File: src/rtl/wb_axil_bridge.sv
// ============================================================================
// Module   : wb_axil_bridge
// Brief    : Wishbone classic slave to AXI-Lite master, one transaction in flight.
//            Optional hung-slave timeout enabled by defining WB_AXIL_TIMEOUT_EN.
// Revision : 1.0  initial release
// ============================================================================
`default_nettype none

module wb_axil_bridge #(
  parameter int          ADDR_W    = 15,
  parameter logic [31:0] BASE_ADDR = 32'h3000_0000,
  parameter logic [31:0] BASE_MASK = 32'hFFFF_8000,
  parameter int          TIMEOUT   = 255
) (
  input  logic              axi_clk,
  input  logic              axi_reset_n,
  input  logic [31:0]       wbs_adr,
  input  logic [31:0]       wbs_wdata,
  input  logic [3:0]        wbs_sel,
  input  logic              wbs_cyc,
  input  logic              wbs_stb,
  input  logic              wbs_we,
  output logic              wbs_ack,
  output logic [31:0]       wbs_rdata,
  output logic              m_awvalid,
  input  logic              m_awready,
  output logic [ADDR_W-1:0] m_awaddr,
  output logic              m_wvalid,
  input  logic              m_wready,
  output logic [31:0]       m_wdata,
  output logic [3:0]        m_wstrb,
  input  logic              m_bvalid,
  output logic              m_bready,
  output logic              m_arvalid,
  input  logic              m_arready,
  output logic [ADDR_W-1:0] m_araddr,
  input  logic              m_rvalid,
  output logic              m_rready,
  input  logic [31:0]       m_rdata,
`ifdef WB_AXIL_TIMEOUT_EN
  output logic              timeout_err,
`endif
  output logic              busy
);

  localparam logic [2:0] S_IDLE  = 3'd0;
  localparam logic [2:0] S_WR    = 3'd1;
  localparam logic [2:0] S_WRESP = 3'd2;
  localparam logic [2:0] S_RD_A  = 3'd3;
  localparam logic [2:0] S_RD_D  = 3'd4;
  localparam logic [2:0] S_ACK   = 3'd5;

  logic [2:0]        r_state;
  logic [2:0]        w_next;
  logic [ADDR_W-1:0] r_addr;
  logic [31:0]       r_wdata;
  logic [3:0]        r_wstrb;
  logic              r_aw_done;
  logic              r_w_done;
  logic [31:0]       r_rdata;
  logic              w_req;
  logic              w_aw_hs;
  logic              w_w_hs;
  logic              w_wait;
  logic              w_timeout;

  assign w_req   = wbs_cyc & wbs_stb & ((wbs_adr & BASE_MASK) == BASE_ADDR);
  assign w_aw_hs = m_awvalid & m_awready;
  assign w_w_hs  = m_wvalid & m_wready;
  assign w_wait  = (r_state == S_WR) | (r_state == S_WRESP) |
                   (r_state == S_RD_A) | (r_state == S_RD_D);

`ifdef WB_AXIL_TIMEOUT_EN
  localparam int CNT_W = (TIMEOUT > 255) ? $clog2(TIMEOUT + 1) : 8;

  logic [CNT_W-1:0] r_cnt;
  logic             r_timeout_err;

  assign w_timeout   = w_wait & (r_cnt == CNT_W'(TIMEOUT));
  assign timeout_err = r_timeout_err;

  always_ff @(posedge axi_clk) begin
    if (!axi_reset_n) begin
      r_cnt         <= '0;
      r_timeout_err <= 1'b0;
    end else begin
      if (r_state == S_IDLE)
        r_cnt <= '0;
      else if (w_wait)
        r_cnt <= r_cnt + 1'b1;
      if (w_timeout)
        r_timeout_err <= 1'b1;
    end
  end
`else
  assign w_timeout = 1'b0;
`endif

  always_ff @(posedge axi_clk) begin
    if (!axi_reset_n)
      r_state <= S_IDLE;
    else
      r_state <= w_next;
  end

  always_comb begin
    w_next = r_state;
    case (r_state)
      S_IDLE:  if (w_req) w_next = wbs_we ? S_WR : S_RD_A;
      S_WR:    if ((r_aw_done | w_aw_hs) & (r_w_done | w_w_hs)) w_next = S_WRESP;
      S_WRESP: if (m_bvalid) w_next = S_ACK;
      S_RD_A:  if (m_arready) w_next = S_RD_D;
      S_RD_D:  if (m_rvalid) w_next = S_ACK;
      S_ACK:   w_next = S_IDLE;
      default: w_next = S_IDLE;
    endcase
    // A hung slave is abandoned regardless of which wait state we are in.
    if (w_timeout)
      w_next = S_ACK;
  end

  always_comb begin
    m_awvalid = (r_state == S_WR) & ~r_aw_done;
    m_wvalid  = (r_state == S_WR) & ~r_w_done;
    m_bready  = (r_state == S_WRESP);
    m_arvalid = (r_state == S_RD_A);
    m_rready  = (r_state == S_RD_D);
    // A master that has already left the cycle must not see a stray ack.
    wbs_ack   = (r_state == S_ACK) & wbs_cyc;
    busy      = (r_state != S_IDLE);
  end

  always_ff @(posedge axi_clk) begin
    if (!axi_reset_n) begin
      r_addr    <= '0;
      r_wdata   <= '0;
      r_wstrb   <= '0;
      r_aw_done <= 1'b0;
      r_w_done  <= 1'b0;
      r_rdata   <= '0;
    end else begin
      if (r_state == S_IDLE && w_req) begin
        r_addr    <= wbs_adr[ADDR_W-1:0];
        r_wdata   <= wbs_wdata;
        r_wstrb   <= wbs_sel;
        r_aw_done <= 1'b0;
        r_w_done  <= 1'b0;
      end
      if (w_aw_hs)
        r_aw_done <= 1'b1;
      if (w_w_hs)
        r_w_done <= 1'b1;
      if (r_state == S_RD_D && m_rvalid)
        r_rdata <= m_rdata;
      if (w_timeout)
        r_rdata <= 32'hDEAD_BEEF;
    end
  end

  assign m_awaddr  = r_addr;
  assign m_araddr  = r_addr;
  assign m_wdata   = r_wdata;
  assign m_wstrb   = r_wstrb;
  assign wbs_rdata = r_rdata;

endmodule

`default_nettype wire

File: config.mk
export PLATFORM = sky130hd
export DESIGN_NAME = wb_axil_bridge
export DESIGN_NICKNAME = d
export VERILOG_FILES = /design/src/rtl/wb_axil_bridge.sv
export SDC_FILE = /design/constraint.sdc
export NUM_CORES = 1
export LEC_CHECK = 0
export BUFFER_PORTS_ARGS = -buffer_cell sky130_fd_sc_hd__buf_2
export CAP_MARGIN = 15
export CORE_ASPECT_RATIO = 0.9
export CORE_MARGIN = 8
export CORE_UTILIZATION = 40
export DETAILED_ROUTE_END_ITERATION = 10
export PLACE_DENSITY = 0.78
export REMOVE_ABC_BUFFERS = 1
export SLEW_MARGIN = 10
export SYNTH_ARGS = -nofsm -noshare
export SYNTH_HDL_FRONTEND = slang
export SYNTH_SLANG_ARGS = --single-unit
File: constraint.sdc
create_clock -name axi_clk -period 2.8 [get_ports axi_clk]
set_clock_uncertainty 0.15 [all_clocks]
set_input_delay 0.56 -clock axi_clk [delete_from_list [all_inputs] [get_ports axi_clk]]
set_output_delay 0.56 -clock axi_clk [all_outputs]
set_load 0.02 [all_outputs]
==> flow_metrics.env <==
export IMPL_p_leak_nw=2.160
export IMPL_ys_seq_area_share_pct=47.73
export IMPL_fillers=887
export IMPL_worstPathCellList="or3b_2 > nor2_1 > buf_2"
export IMPL_synth_cells=443
export IMPL_coreArea_um2=9042
export IMPL_route_detailed_drc=0
export IMPL_ys_ff_latch=88
export IMPL_yosys_area_top_type="dfxtp_1"
export IMPL_power_density_nw_per_um2=457.0
export IMPL_avgViaCountPerCell=5.046
export IMPL_multiInputGateArea_um2=1562
export IMPL_final_cells=747
export IMPL_first_pass_iters=4
export IMPL_max_freq_mhz=387.9
export IMPL_grt_pass1_wl_um=17580
export IMPL_cts_sinks=88
export IMPL_wl_per_cell_um=15.53
export IMPL_htreeDepth=3
export IMPL_cp_slowest_cell="dfxtp_1"
export IMPL_port_buffers=214
export IMPL_avgSynthCellArea_um2=8.332
export IMPL_hold_buffers=0
export IMPL_critPathMaxStageDelay_ns=0.60
export IMPL_maxCapViolations=0
export IMPL_initial_core_util_pct=40.82
export IMPL_io_pins=215
export IMPL_diodes=0
export IMPL_clk_latency_ns=0.35
export IMPL_antenna_found_initial=0
export IMPL_setup_tns_ns=0
export IMPL_synthTopCellsByArea="dfxtp_1, a21oi_1, nand3_1, nand2_1, o21ai_2"
export IMPL_cts_root_buf="clkbuf_8"
export IMPL_netlist_area_leader_share_pct=47.73
export IMPL_slew_headroom_pct=71.19
export IMPL_critPathRequiredTime_ns=2.09
export IMPL_cp_num_buf_inv=1
export IMPL_grt_pass1_vias=3676
export IMPL_ys_warn_count=0
export IMPL_place_inst=731
export IMPL_die_area_um2=12560
export IMPL_seqCellArea_um2=1762
export IMPL_drive_above_1_share_pct=43.04
export IMPL_via_count=3769
export IMPL_synth_cell_types=36
export IMPL_postRouteAntennaNets=0
export IMPL_fin_util_pct=53.98
export IMPL_design_area_um2=4881
export IMPL_wl_um=11600
export IMPL_dpl_hpwl_um=8454
export IMPL_syn_cell_area_um2=3691
export IMPL_grt_overflow_total=0
export IMPL_crit_family="simple AND/OR/NAND/NOR gates"
export IMPL_rsz0062_at_grt="false"
export IMPL_globalplace_congestion=0.7524
export IMPL_fin_nets=730
export IMPL_die_x_um=117.3
export IMPL_die_height_um=107.1
export IMPL_period_share_pct=92.06
export IMPL_hold_viol=0
export IMPL_clk_pin_slew_ns=0.09
export IMPL_hp_class="in -> reg"
export IMPL_cts_buffers=9
export IMPL_crit_fanout=12
export IMPL_start_kind="flop"
export IMPL_synthFlopType="dfxtp_1"
export IMPL_critPathCaptureType="primary output"
export IMPL_final_max_slew_viol_count=0
export IMPL_num_rows=33
export IMPL_clk_path_buf_depth=2
export IMPL_vdd_ir_drop_max_mv=0.3758
export IMPL_postCtsSetupRepairBufs=0
export IMPL_area_growth_pct=32.24
export IMPL_dpl_cell_area_um2=4684
export IMPL_cts_tree="yes"
export IMPL_synth_async_reset_ratio_pct=0
export IMPL_setup_violations=0
export IMPL_min_period_ns=2.578
export IMPL_grt_max_degree=88
export IMPL_grt_use_total_pct=17.15
export IMPL_critPathKind="reg -> out"
export IMPL_drt_initial_drc_count=272
export IMPL_synth_edf_count=0
export IMPL_worst_pin_slew_ns=0.4315
export IMPL_cts_repair_resized=0
export IMPL_worstPathArrival_ns=1.87
export IMPL_status="finished clean"
## area by class of cell
class / count / share of cell area (%)
clock buffers: 9 / 2.538
clock inverters: 7 / 1.487
inverters: 6 / 0.4614
multi-input cells: 294 / 31.99
flip-flops and latches: 88 / 36.09
well taps: 122 / 3.127
repair buffers: 221 / 24.30
## logic make-up (layout without fill, tap and decap cells)
family | Yosys count | count (layout) | share of synthesized area, %
AOI/OAI and AO/OA | 149 | 149 | 22.78
and+or+nand+nor | 143 | 143 | 18.58
buffers and inverters | 61 | 243 | 10.37
muxes | 2 | 2 | 0.5424
DFF | 88 | 88 | 47.73
## cells in the final DEF (no fill, tap or decap), types with 2 or more instances in the layout
| cell type | synthesis | routed |
|---|---|---|
| buf_2 | 12 | 214 |
| dfxtp_1 | 88 | 88 |
| a21oi_1 | 85 | 85 |
| nand2_1 | 68 | 68 |
| nand3_1 | 51 | 51 |
| o21ai_1 | 30 | 30 |
| o21ai_2 | 20 | 20 |
| clkbuf_8 | 0 | 9 |
| o21ai_0 | 6 | 6 |
| buf_12 | 0 | 5 |
| inv_1 | 4 | 4 |
| nor2_1 | 4 | 4 |
| and2_1 | 2 | 2 |
| inv_2 | 1 | 2 |
| nor3_1 | 2 | 2 |
| or4_4 | 2 | 2 |
| or3_2 | 0 | 2 |
| nor3_4 | 0 | 2 |
| mux2i_1 | 2 | 2 |
| a31oi_1 | 2 | 2 |
| a211oi_1 | 2 | 2 |
| clkinv_2 | 0 | 2 |
| clkinv_4 | 0 | 2 |
| clkinvlp_4 | 0 | 2 |
| buf_4 | 23 | 2 |
## through the flow
step	power (W)	worst slack, ns	hold WS (ns)
floorplan	0.001301	-0.4478	0.3172
global placement	0.001388	0.3044	0.2889
detailed placement	0.001390	0.2782	0.2930
CTS	0.002253	0.2132	0.2720
global route	0.002325	0.08606	0.2682
finish	0.002231	0.2223	0.2862
## sequential cells by signal, summed over array words and instances (netlist names)
| register | cells |
|---|---|
| r_state | 3 |
| m_wdata | 32 |
| r_aw_done | 1 |
| r_w_done | 1 |
| wbs_rdata | 32 |
| m_wstrb | 4 |
| m_araddr | 15 |
## tightest hold or removal path: stages
cell     delay, ns
buf_2         0.09
nand2_1       0.04
a21oi_1       0.05
## routing by layer
layer	global-route usage, %	share of wire [%]	up-vias	wire, um
met5	0	0	-	0
met4	5.845	1.8	0	211
met3	4.551	7.5	17	875
met2	30.21	50	139	5846
met1	19.48	40	1735	4670
li1	-	-	1878	-
## path summary, 6_finish.rpt
kind	from	endpoint	slack, ns	cells after the start
min reg2reg	wbs_rdata[9]	wbs_rdata[9]	0.31	2
max reg2reg	r_state[0]	m_wdata[14]	0.69	6
min	m_rdata[0]	wbs_rdata[0]	0.29	3
max	r_state[0]	m_awvalid	0.22	3
## report_power, final
part	switching, W	leakage (nW)	internal [W]
Sequential	0.00000000147	0.708	0.00125
Combinational	0.0000492	1.36	0.0000612
Clock	0.000458	0.0952	0.000412
Total	0.000507	2.16	0.00172
## Yosys cell counts (3+ instances only)
| cell type | instances |
|---|---|
| dfxtp_1 | 88 |
| o21ai_2 | 20 |
| a21oi_1 | 85 |
| o21ai_1 | 30 |
| clkbuf_1 | 13 |
| nor3_2 | 3 |
| o21ai_0 | 6 |
| nand2_1 | 68 |
| buf_4 | 23 |
| nand3_1 | 51 |
| inv_1 | 4 |
| nor2_1 | 4 |
| buf_2 | 12 |
| buf_6 | 7 |
No activity file was read; power rests on OpenSTA's default activity.
